<file path="src/rtl/sec09_queues_rr_merge.sv">
// Round-robin merge of p_num_reqs valid/ready streams into one pipe-style output buffer, tagging each message with its source.
// Latency: 1 cycle from input handshake to ostream_val. Throughput is 1 msg/cycle while ostream_rdy stays high.
// Backpressure: a full buffer with ostream_rdy low drops every istream_rdy; a draining buffer accepts a new message in the same cycle.
//
// Ports:
//   clk, reset           clock (posedge) and asynchronous active-low reset
//   istream_val/rdy/msg  per-requester handshake; requester i's message sits at istream_msg[i*W +: W]
//   ostream_val/rdy/msg  merged output stream
//   ostream_src          index of the requester that sent ostream_msg
module sec09_queues_rr_merge #(
    parameter int  p_num_reqs  = 4,
    parameter int  p_msg_nbits = 32,
    localparam int c_src_nbits = $clog2(p_num_reqs)
) (
    input  logic                              clk,
    input  logic                              reset,
    input  logic [p_num_reqs-1:0]             istream_val,
    output logic [p_num_reqs-1:0]             istream_rdy,
    input  logic [p_num_reqs*p_msg_nbits-1:0] istream_msg,
    output logic                              ostream_val,
    input  logic                              ostream_rdy,
    output logic [p_msg_nbits-1:0]            ostream_msg,
    output logic [c_src_nbits-1:0]            ostream_src
);

    // One spare bit so that ptr + offset cannot overflow before the modulo fold.
    localparam int                     c_sum_nbits = c_src_nbits + 1;
    localparam logic [c_sum_nbits-1:0] c_num       = c_sum_nbits'(p_num_reqs);
    localparam logic [c_src_nbits-1:0] c_last      = c_src_nbits'(p_num_reqs - 1);

    logic                   full_q, full_d;
    logic [p_msg_nbits-1:0] buf_msg_q, buf_msg_d;
    logic [c_src_nbits-1:0] buf_src_q, buf_src_d;
    logic [c_src_nbits-1:0] ptr_q, ptr_d;

    logic                   can_enq;
    logic                   found;
    logic                   enq;
    logic                   deq;
    logic [c_sum_nbits-1:0] sum;
    logic [c_src_nbits-1:0] grant_idx;
    logic [p_num_reqs-1:0]  grant;

    // Scan requesters starting at ptr and wrapping; the first valid one wins.
    // The fold keeps the index inside 0..p_num_reqs-1 for non-power-of-2 counts.
    always_comb begin
        grant     = '0;
        grant_idx = '0;
        found     = 1'b0;
        sum       = '0;
        for (int k = 0; k < p_num_reqs; k++) begin
            sum = {1'b0, ptr_q} + c_sum_nbits'(k);
            if (sum >= c_num) begin
                sum = sum - c_num;
            end
            if (!found && istream_val[sum[c_src_nbits-1:0]]) begin
                found     = 1'b1;
                grant_idx = sum[c_src_nbits-1:0];
            end
        end
        if (found) begin
            grant[grant_idx] = 1'b1;
        end
    end

    // Pipe behaviour: a full buffer still has space when it drains this cycle.
    // Ready is also forced low while reset is held.
    assign can_enq     = (!full_q || ostream_rdy) && reset;
    assign istream_rdy = grant & {p_num_reqs{can_enq}};
    assign enq         = found && can_enq;
    assign deq         = full_q && ostream_rdy;

    always_comb begin
        full_d    = full_q;
        buf_msg_d = buf_msg_q;
        buf_src_d = buf_src_q;
        ptr_d     = ptr_q;
        if (enq) begin
            full_d    = 1'b1;
            buf_msg_d = istream_msg[grant_idx*p_msg_nbits +: p_msg_nbits];
            buf_src_d = grant_idx;
            // Priority moves only on enqueue, so idle and stalled cycles keep it.
            ptr_d     = (grant_idx == c_last) ? '0 : grant_idx + c_src_nbits'(1);
        end else if (deq) begin
            full_d = 1'b0;
        end
    end

    always_ff @(posedge clk or negedge reset) begin
        if (!reset) begin
            full_q    <= 1'b0;
            buf_msg_q <= '0;
            buf_src_q <= '0;
            ptr_q     <= '0;
        end else begin
            full_q    <= full_d;
            buf_msg_q <= buf_msg_d;
            buf_src_q <= buf_src_d;
            ptr_q     <= ptr_d;
        end
    end

    assign ostream_val = full_q;
    assign ostream_msg = buf_msg_q;
    assign ostream_src = buf_src_q;

endmodule
</file>
<file path="config.mk">
export PLATFORM = sky130hd
export DESIGN_NAME = sec09_queues_rr_merge
export DESIGN_NICKNAME = d
export VERILOG_FILES = /design/src/rtl/sec09_queues_rr_merge.sv
export SDC_FILE = /design/constraint.sdc
export NUM_CORES = 1
export LEC_CHECK = 0
export ABC_AREA = 1
export BUFFER_PORTS_ARGS = -buffer_cell sky130_fd_sc_hd__buf_2
export CAP_MARGIN = 20
export CORE_AREA = 5 5 98 100
export DETAILED_ROUTE_END_ITERATION = 16
export DIE_AREA = 0 0 103 105
export PLACE_DENSITY = 0.68
export SKIP_CTS_REPAIR_TIMING = 1
export SLEW_MARGIN = 15
export SYNTH_ARGS = -nofsm -noshare
export SYNTH_HDL_FRONTEND = slang
export SYNTH_SLANG_ARGS = --single-unit
</file>
<file path="constraint.sdc">
create_clock -name clk -period 2.44 [get_ports clk]
set_input_delay 0.122 -clock clk [delete_from_list [all_inputs] [get_ports clk]]
set_output_delay 0.122 -clock clk [all_outputs]
set_load 0.02 [all_outputs]
</file>
==> results of run 1 <==
## state kept, by name (all words and copies together), names as in the netlist
| register | flops |
|---|---|
| ostream_val | 1 |
| ostream_src | 2 |
| ostream_msg | 32 |
| ptr_q | 2 |
## metal layers
metal | part of all wire | GRT usage
met1 | 0.43 | 0.229
met2 | 0.49 | 0.328
met3 | 0.076 | 0.0320
met4 | 0.013 | 0.0555
met5 | 0 | 0
## where the power goes
group | switching [mW] | leakage (nW) | internal, mW
clock network | 0.208 | 0.0443 | 0.224
registers | 0.183 | 0.454 | 0.931
logic | 3.43 | 2.56 | 1.85
total | 3.83 | 3.06 | 3.01
## kinds of logic (layout without fill, tap and decap cells)
| logic type | count (synthesis) | count (layout) |
|---|---|---|
| AO/OA/AOI/OAI | 7 | 7 |
| flip-flops | 37 | 37 |
| adder cells (fa/ha/maj) | 1 | 1 |
| AND/OR/NAND/NOR | 382 | 383 |
| buffers and inverters | 174 | 344 |
## cells in the mapped netlist
cell type  number  area [µm²]
o21ai_0         2        10.0
nor3_1          1        5.00
o21a_1          1        7.51
dfrtp_1        37         926
a21boi_0        1        7.51
or2_1           1        6.26
nand4_1         1        6.26
buf_2          18        90.1
inv_1         136         510
ha_1            1        12.5
nand2_1       232         871
buf_6           5        56.3
nor2_4          1        11.3
o22ai_1         1        6.26
o21ai_1         1        5.00
buf_4          12        90.1
nand3_1       134         671
a21oi_1         1        5.00
nand3_2         1        10.0
inv_2           3        11.3
nor2_2          1        6.26
nor2_1          6        22.5
nand2_2         4        25.0
## final cells by class
| cell class | count | area (µm²) | area share |
|---|---|---|---|
| Tap cell | 108 | 135 | 0.0303 |
| Timing Repair Buffer | 198 | 1060 | 0.236 |
| Clock buffer | 7 | 86.3 | 0.0193 |
| Multi-Input combinational cell | 391 | 1740 | 0.389 |
| Inverter | 139 | 524 | 0.117 |
| Sequential cell | 37 | 927 | 0.208 |
## worst max-delay path: cells and delay by family, from the launching register on
kind,cells,cell delay (ns)
AND/OR/NAND/NOR,9,0.86
flip-flops,1,0.45
buffers and inverters,4,0.40
adder cells (fa/ha/maj),1,0.18
## per-stage QoR
| step | utilization | std cells | hold slack (ns) |
|---|---|---|---|
| after floorplan | - | 601 | -0.174 |
| after CTS | 0.509 | 873 | -0.0903 |
| final | 0.520 | 880 | 0.0771 |
| after detailed placement | 0.499 | 866 | 0.222 |
| after global routing | 0.520 | 880 | 0.0863 |
| after global placement | 0.499 | 866 | 0.214 |
## worst paths after layout
kind | to | depth (start not counted)
hold reg to reg | ostream_msg[24]$_DFFE_PN0P_ | 2
setup / recovery | istream_rdy[3] | 14
hold / removal | ostream_val$_DFFE_PN0P_ | 4
min in group asynchronous | ostream_val$_DFFE_PN0P_ | 3
setup reg to reg | ostream_msg[15]$_DFFE_PN0P_ | 17
max in group asynchronous | ptr_q[0]$_DFFE_PN0P_ | 3
## layout by cell type (no fill, tap or decap), types with 3 or more instances in the layout
master,count
nand2_1,228
buf_2,173
inv_1,136
nand3_1,133
dfrtp_1,36
buf_4,24
clkbuf_8,6
nand2_2,5
nor2_1,5
nand2_4,3
==> results.toml, run 1 <==
[run_status]
status = "completed"

[critical_path]
cp.arrival_ns = 2.18
path_cells = "buf_2 > nand2_1 > nand2_1 > nand2_1 > nand2_2 > nor2_4 > nand3_1 > nand2_2 > nand2_4 > inv_1 > ha_2 > inv_1 > nor2_1 > buf_4"
slowest_delay_ns = 0.45
r2r-start = "ptr_q[0]$_DFFE_PN0P_"
crit_type = "reg2out"
ff2ff_setup_slack_ns = 0.24
cpMostUsedCell = "nand2_1"
crit_fanout = 6
slowest_stage = "dfrtp_2"
worstPathRequired_ns = 2.32
worstSetupStartpoint = "ptr_q[0]$_DFFE_PN0P_"
end_kind = "output port"
startpoint_type = "flip-flop"

[cts]
clockRootBuffer = "clkbuf_8"
clk_pin_slew_ns = 0.07
cts_num_sinks = 37
cts_buffer_depth = 2
clk_latency_ns = 0.28
cts_buffers = 5
h-tree-depth = 2
cts_tree = "yes"

[global_routing]
antenna_found_initial = 0
grt_max_degree = 38
gr-total-overflow = 0
grt_pass1_vias = 3896
grt_pass1_wl_mm = 16.8
grt_usage = 0.187

[floorplan]
initial_core_util = 0.392
rows = 34
die_x_um = 103
core_um2 = 8590
ios = 174
die_h_um = 105
die_area_um2 = 10800

[power_and_ir_drop]
p_leak_nw = 3.06
vdd_ir_drop_max_mv = 1.13
power_mw = 6.84
p_per_area_nw_per_um2 = 1530

[layout]
num-fill-cells = 929
drive_gt1_frac = 0.289
fin_area_um2 = 4470
fin_nets = 908
syn2layout_area_growth_pct = 32.4
antennaDiodeCount = 0

[sta]
worst_pin_slew_ns = 0.497
period_minus_slack_ns = 2.30
finalSetupViolCount = 0
relSlewSlack = 0.668
clock.fmax_ghz = 0.435
finalCritPeriodShare = 0.942
slew_viol_final = 0
finalClockSkew_ns = 0.00355
finalHoldViolations = 0
fin_ws_ns = 0.141
tns_ns = 0

[run]
cap_violations = 0

[placement]
place_area_um2 = 4280
io_buffer_count = 173
globalplace.congestion = 0.958
dpl.hpwl_mm = 8.02
pre_cts_ws_ns = -0.0892

[yosys]
yosysUniqueCellTypes = 23
postSynthAreaPerCell_um2 = 5.61
syn_inst = 601
seq_area_frac_synth = 0.275
synth-compound-area-share = 0.0122
synth_top_family_by_area = "simple AND/OR/NAND/NOR gates"
synth_seq_cells = 37
yosys_warnings = 0
syn_area_um2 = 3370
synth-xor-area-share = 0
yosys.area_share.simple = 0.485
syn_nets = 737
synth_fa_ha_area_frac = 0.00371
synthMuxAreaShare = 0

[route]
drcViolationCount = 0
vias = 4047
dr.pass1.iters = 4
avgRoutedWirePerCell_um = 12.1
finalWirelength_mm = 10.6
viasPerCell = 4.60
drtAntennaViolNets = 0
drt-initial-drc-count = 133

[min_path]
hold_class = "in2reg"
min_from = "ostream_rdy"
No activity file was read; power rests on OpenSTA's default activity.
==> inputs of run 2 (changes only) <==
--- a/config.mk
+++ b/config.mk
@@ -12,6 +12,7 @@
 export DETAILED_ROUTE_END_ITERATION = 16
 export DIE_AREA = 0 0 103 105
 export PLACE_DENSITY = 0.68
+export SETUP_SLACK_MARGIN = 0.4
 export SKIP_CTS_REPAIR_TIMING = 1
 export SLEW_MARGIN = 15
 export SYNTH_ARGS = -nofsm -noshare
==> constraint.sdc (replaced) <==
create_clock -name clk -period 2.2 [get_ports clk]
set_input_delay 0.11 -clock clk [delete_from_list [all_inputs] [get_ports clk]]
set_output_delay 0.11 -clock clk [all_outputs]
set_load 0.02 [all_outputs]
==> run 2 against run 1 <==
The run now ends with setup timing left. Combinational power is 37% higher. Largest power group unchanged. Largest cell class unchanged. Critical path depth is 1 lower. Clock power is 13% higher. Clock skew is 0.0013 ns lower. Cell count is 2.3% higher. First-iteration DRC count is 57% higher. Clock-buffer cell count stayed put. Via count is 4.8% higher. Die area stayed put. Worst hold slack worse by 0.012 ns.
==> results.toml, run 2 (synthesized netlist as in run 1, its figures left out) <==
[power_and_ir_drop]
p_per_area_nw_per_um2 = 1830
power_mw = 8.99
vdd_ir_drop_max_mv = 0.688
p_leak_nw = 3.23

[critical_path]
crit_type = "reg2out"
slowest_delay_ns = 0.49
crit_buf_inv = 3
slowest_stage = "dfrtp_2"
end_kind = "output port"
worstPathRequired_ns = 2.09
crit_family = "simple AND/OR/NAND/NOR gates"
startpoint_type = "flip-flop"
cpMostUsedCell = "nand2_2"
cp.arrival_ns = 2.23
crit_fanout = 7
path_cells = "clkinvlp_4 > nand2_2 > nand2_2 > nand2_2 > nand2_2 > nor2_4 > nand2_2 > or2_1 > nand2_4 > clkinv_8 > nand2_8 > nor2_2 > buf_4"

[global_routing]
antenna_found_initial = 0
grt_pass1_wl_mm = 17.5
grt_usage = 0.196
grt_pass1_vias = 3935
gr-total-overflow = 0
grt_max_degree = 45

[route]
drt-met1-wl_mm = 4.91
top_layer = "met4"
viasPerCell = 4.71
finalWirelength_mm = 11.8
avgRoutedWirePerCell_um = 13.2
dr.pass1.iters = 5
wl_met3_um = 835
drcViolationCount = 0
drt-initial-drc-count = 209
wl_met2_mm = 5.90
vias = 4240
drtAntennaViolNets = 0

[floorplan]
die_area_um2 = 10800
core_um2 = 8590
initial_core_util = 0.392
die_x_um = 103
rows = 34
ios = 174
die_h_um = 105

[layout]
fin_nets = 928
final_util = 0.570
final_common_cell = "nand2_1"
syn2layout_area_growth_pct = 45.4
drive_gt1_frac = 0.331
mostFrequentLayoutCells = "218 x nand2_1, 169 x buf_2, 133 x inv_1, 131 x nand3_1, 35 x dfrtp_1"
antennaDiodeCount = 0
final_cells = 900
largest_reg_flops = 32
fin_area_um2 = 4900

[cts]
cts_buffer_depth = 2
clockRootBuffer = "clkbuf_8"
clk_pin_slew_ns = 0.07
cts_buffers = 5
h-tree-depth = 2
cts_tree = "yes"
cts_num_sinks = 37
clk_latency_ns = 0.28

[sta]
clock.fmax_ghz = 0.428
relSlewSlack = 0.589
finalClockSkew_ns = 0.00229
finalCritPeriodShare = 1.06
finalSetupViolCount = 12
finalHoldViolations = 0
period_minus_slack_ns = 2.34
rsz0062_at_grt = "true"
slew_viol_final = 0
fin_ws_ns = -0.139
holdWs_ns = 0.0655
tns_ns = -1.11
worst_pin_slew_ns = 0.611

[placement]
io_buffer_count = 173
pre_cts_ws_ns = -0.0202
globalplace.congestion = 0.972
dpl.hpwl_mm = 8.31
place_area_um2 = 4350
dp_cells = 868

[run_status]
status = "complete, but fails checks"
violations = "setup timing"

[min_path]
hold_class = "in2reg"

[run]
cap_violations = 0
## run 2: cell count changes in the layout (fill, tap and decap cells not counted), moves of 3 or more
cell / previous run / this run
buf_2: 173 / 169
buf_4: 24 / 28
inv_1: 136 / 133
nand2_2: 5 / 14
clkbuf_16: 0 / 3
buf_6: 0 / 7
nand2_1: 228 / 218
buf_12: 0 / 6
buf_8: 0 / 3
## run 2: layout make-up
type,count,area (µm²)
fill,854,3690
multi-input combinational,390,1810
timing repair buffer,217,1390
sequential,37,928
inverter,139,537
tap,108,135
clock buffer,7,86.3
timing repair inverter,2,16.3
## run 2: worst paths after layout
path                                                  start                     endpoint  slack [ns]  cells after the start
worst max-delay path                   ptr_q[0]$_DFFE_PN0P_               istream_rdy[2]       -0.14                     13
worst min-delay path                            ostream_rdy      ostream_val$_DFFE_PN0P_        0.07                      4
worst max register to register         ptr_q[0]$_DFFE_PN0P_  ostream_msg[11]$_DFFE_PN0P_       -0.08                     15
worst min register to register  ostream_msg[29]$_DFFE_PN0P_  ostream_msg[29]$_DFFE_PN0P_        0.48                      2
max in group asynchronous                             reset         ptr_q[1]$_DFFE_PN0P_        1.42                      3
min in group asynchronous                             reset      ostream_val$_DFFE_PN0P_        0.42                      3
## run 2: per-layer routing
layer | global-route usage | vias up
met3 | 0.0346 | 20
met5 | 0 | -
met1 | 0.247 | 1877
met4 | 0.0426 | 0
li1 | - | 2172
met2 | 0.344 | 171
## run 2: worst reg2reg max path: stages (launching register included)
cell and delay [ns]:
dfrtp_2 0.49, clkinvlp_4 0.18, nand2_2 0.11, nand2_2 0.07, nand2_2 0.08, nand2_2 0.08, nor2_4 0.13, nand2_2 0.06
or2_1 0.26, nand2_4 0.14, clkinv_8 0.09, buf_6 0.13, buf_4 0.13, buf_6 0.13, nand2_1 0.06, nand2_1 0.05
## run 2: report_power, final
group,switching (mW),internal (mW)
clock network,0.241,0.249
registers,0.234,1.03
logic,4.30,2.94
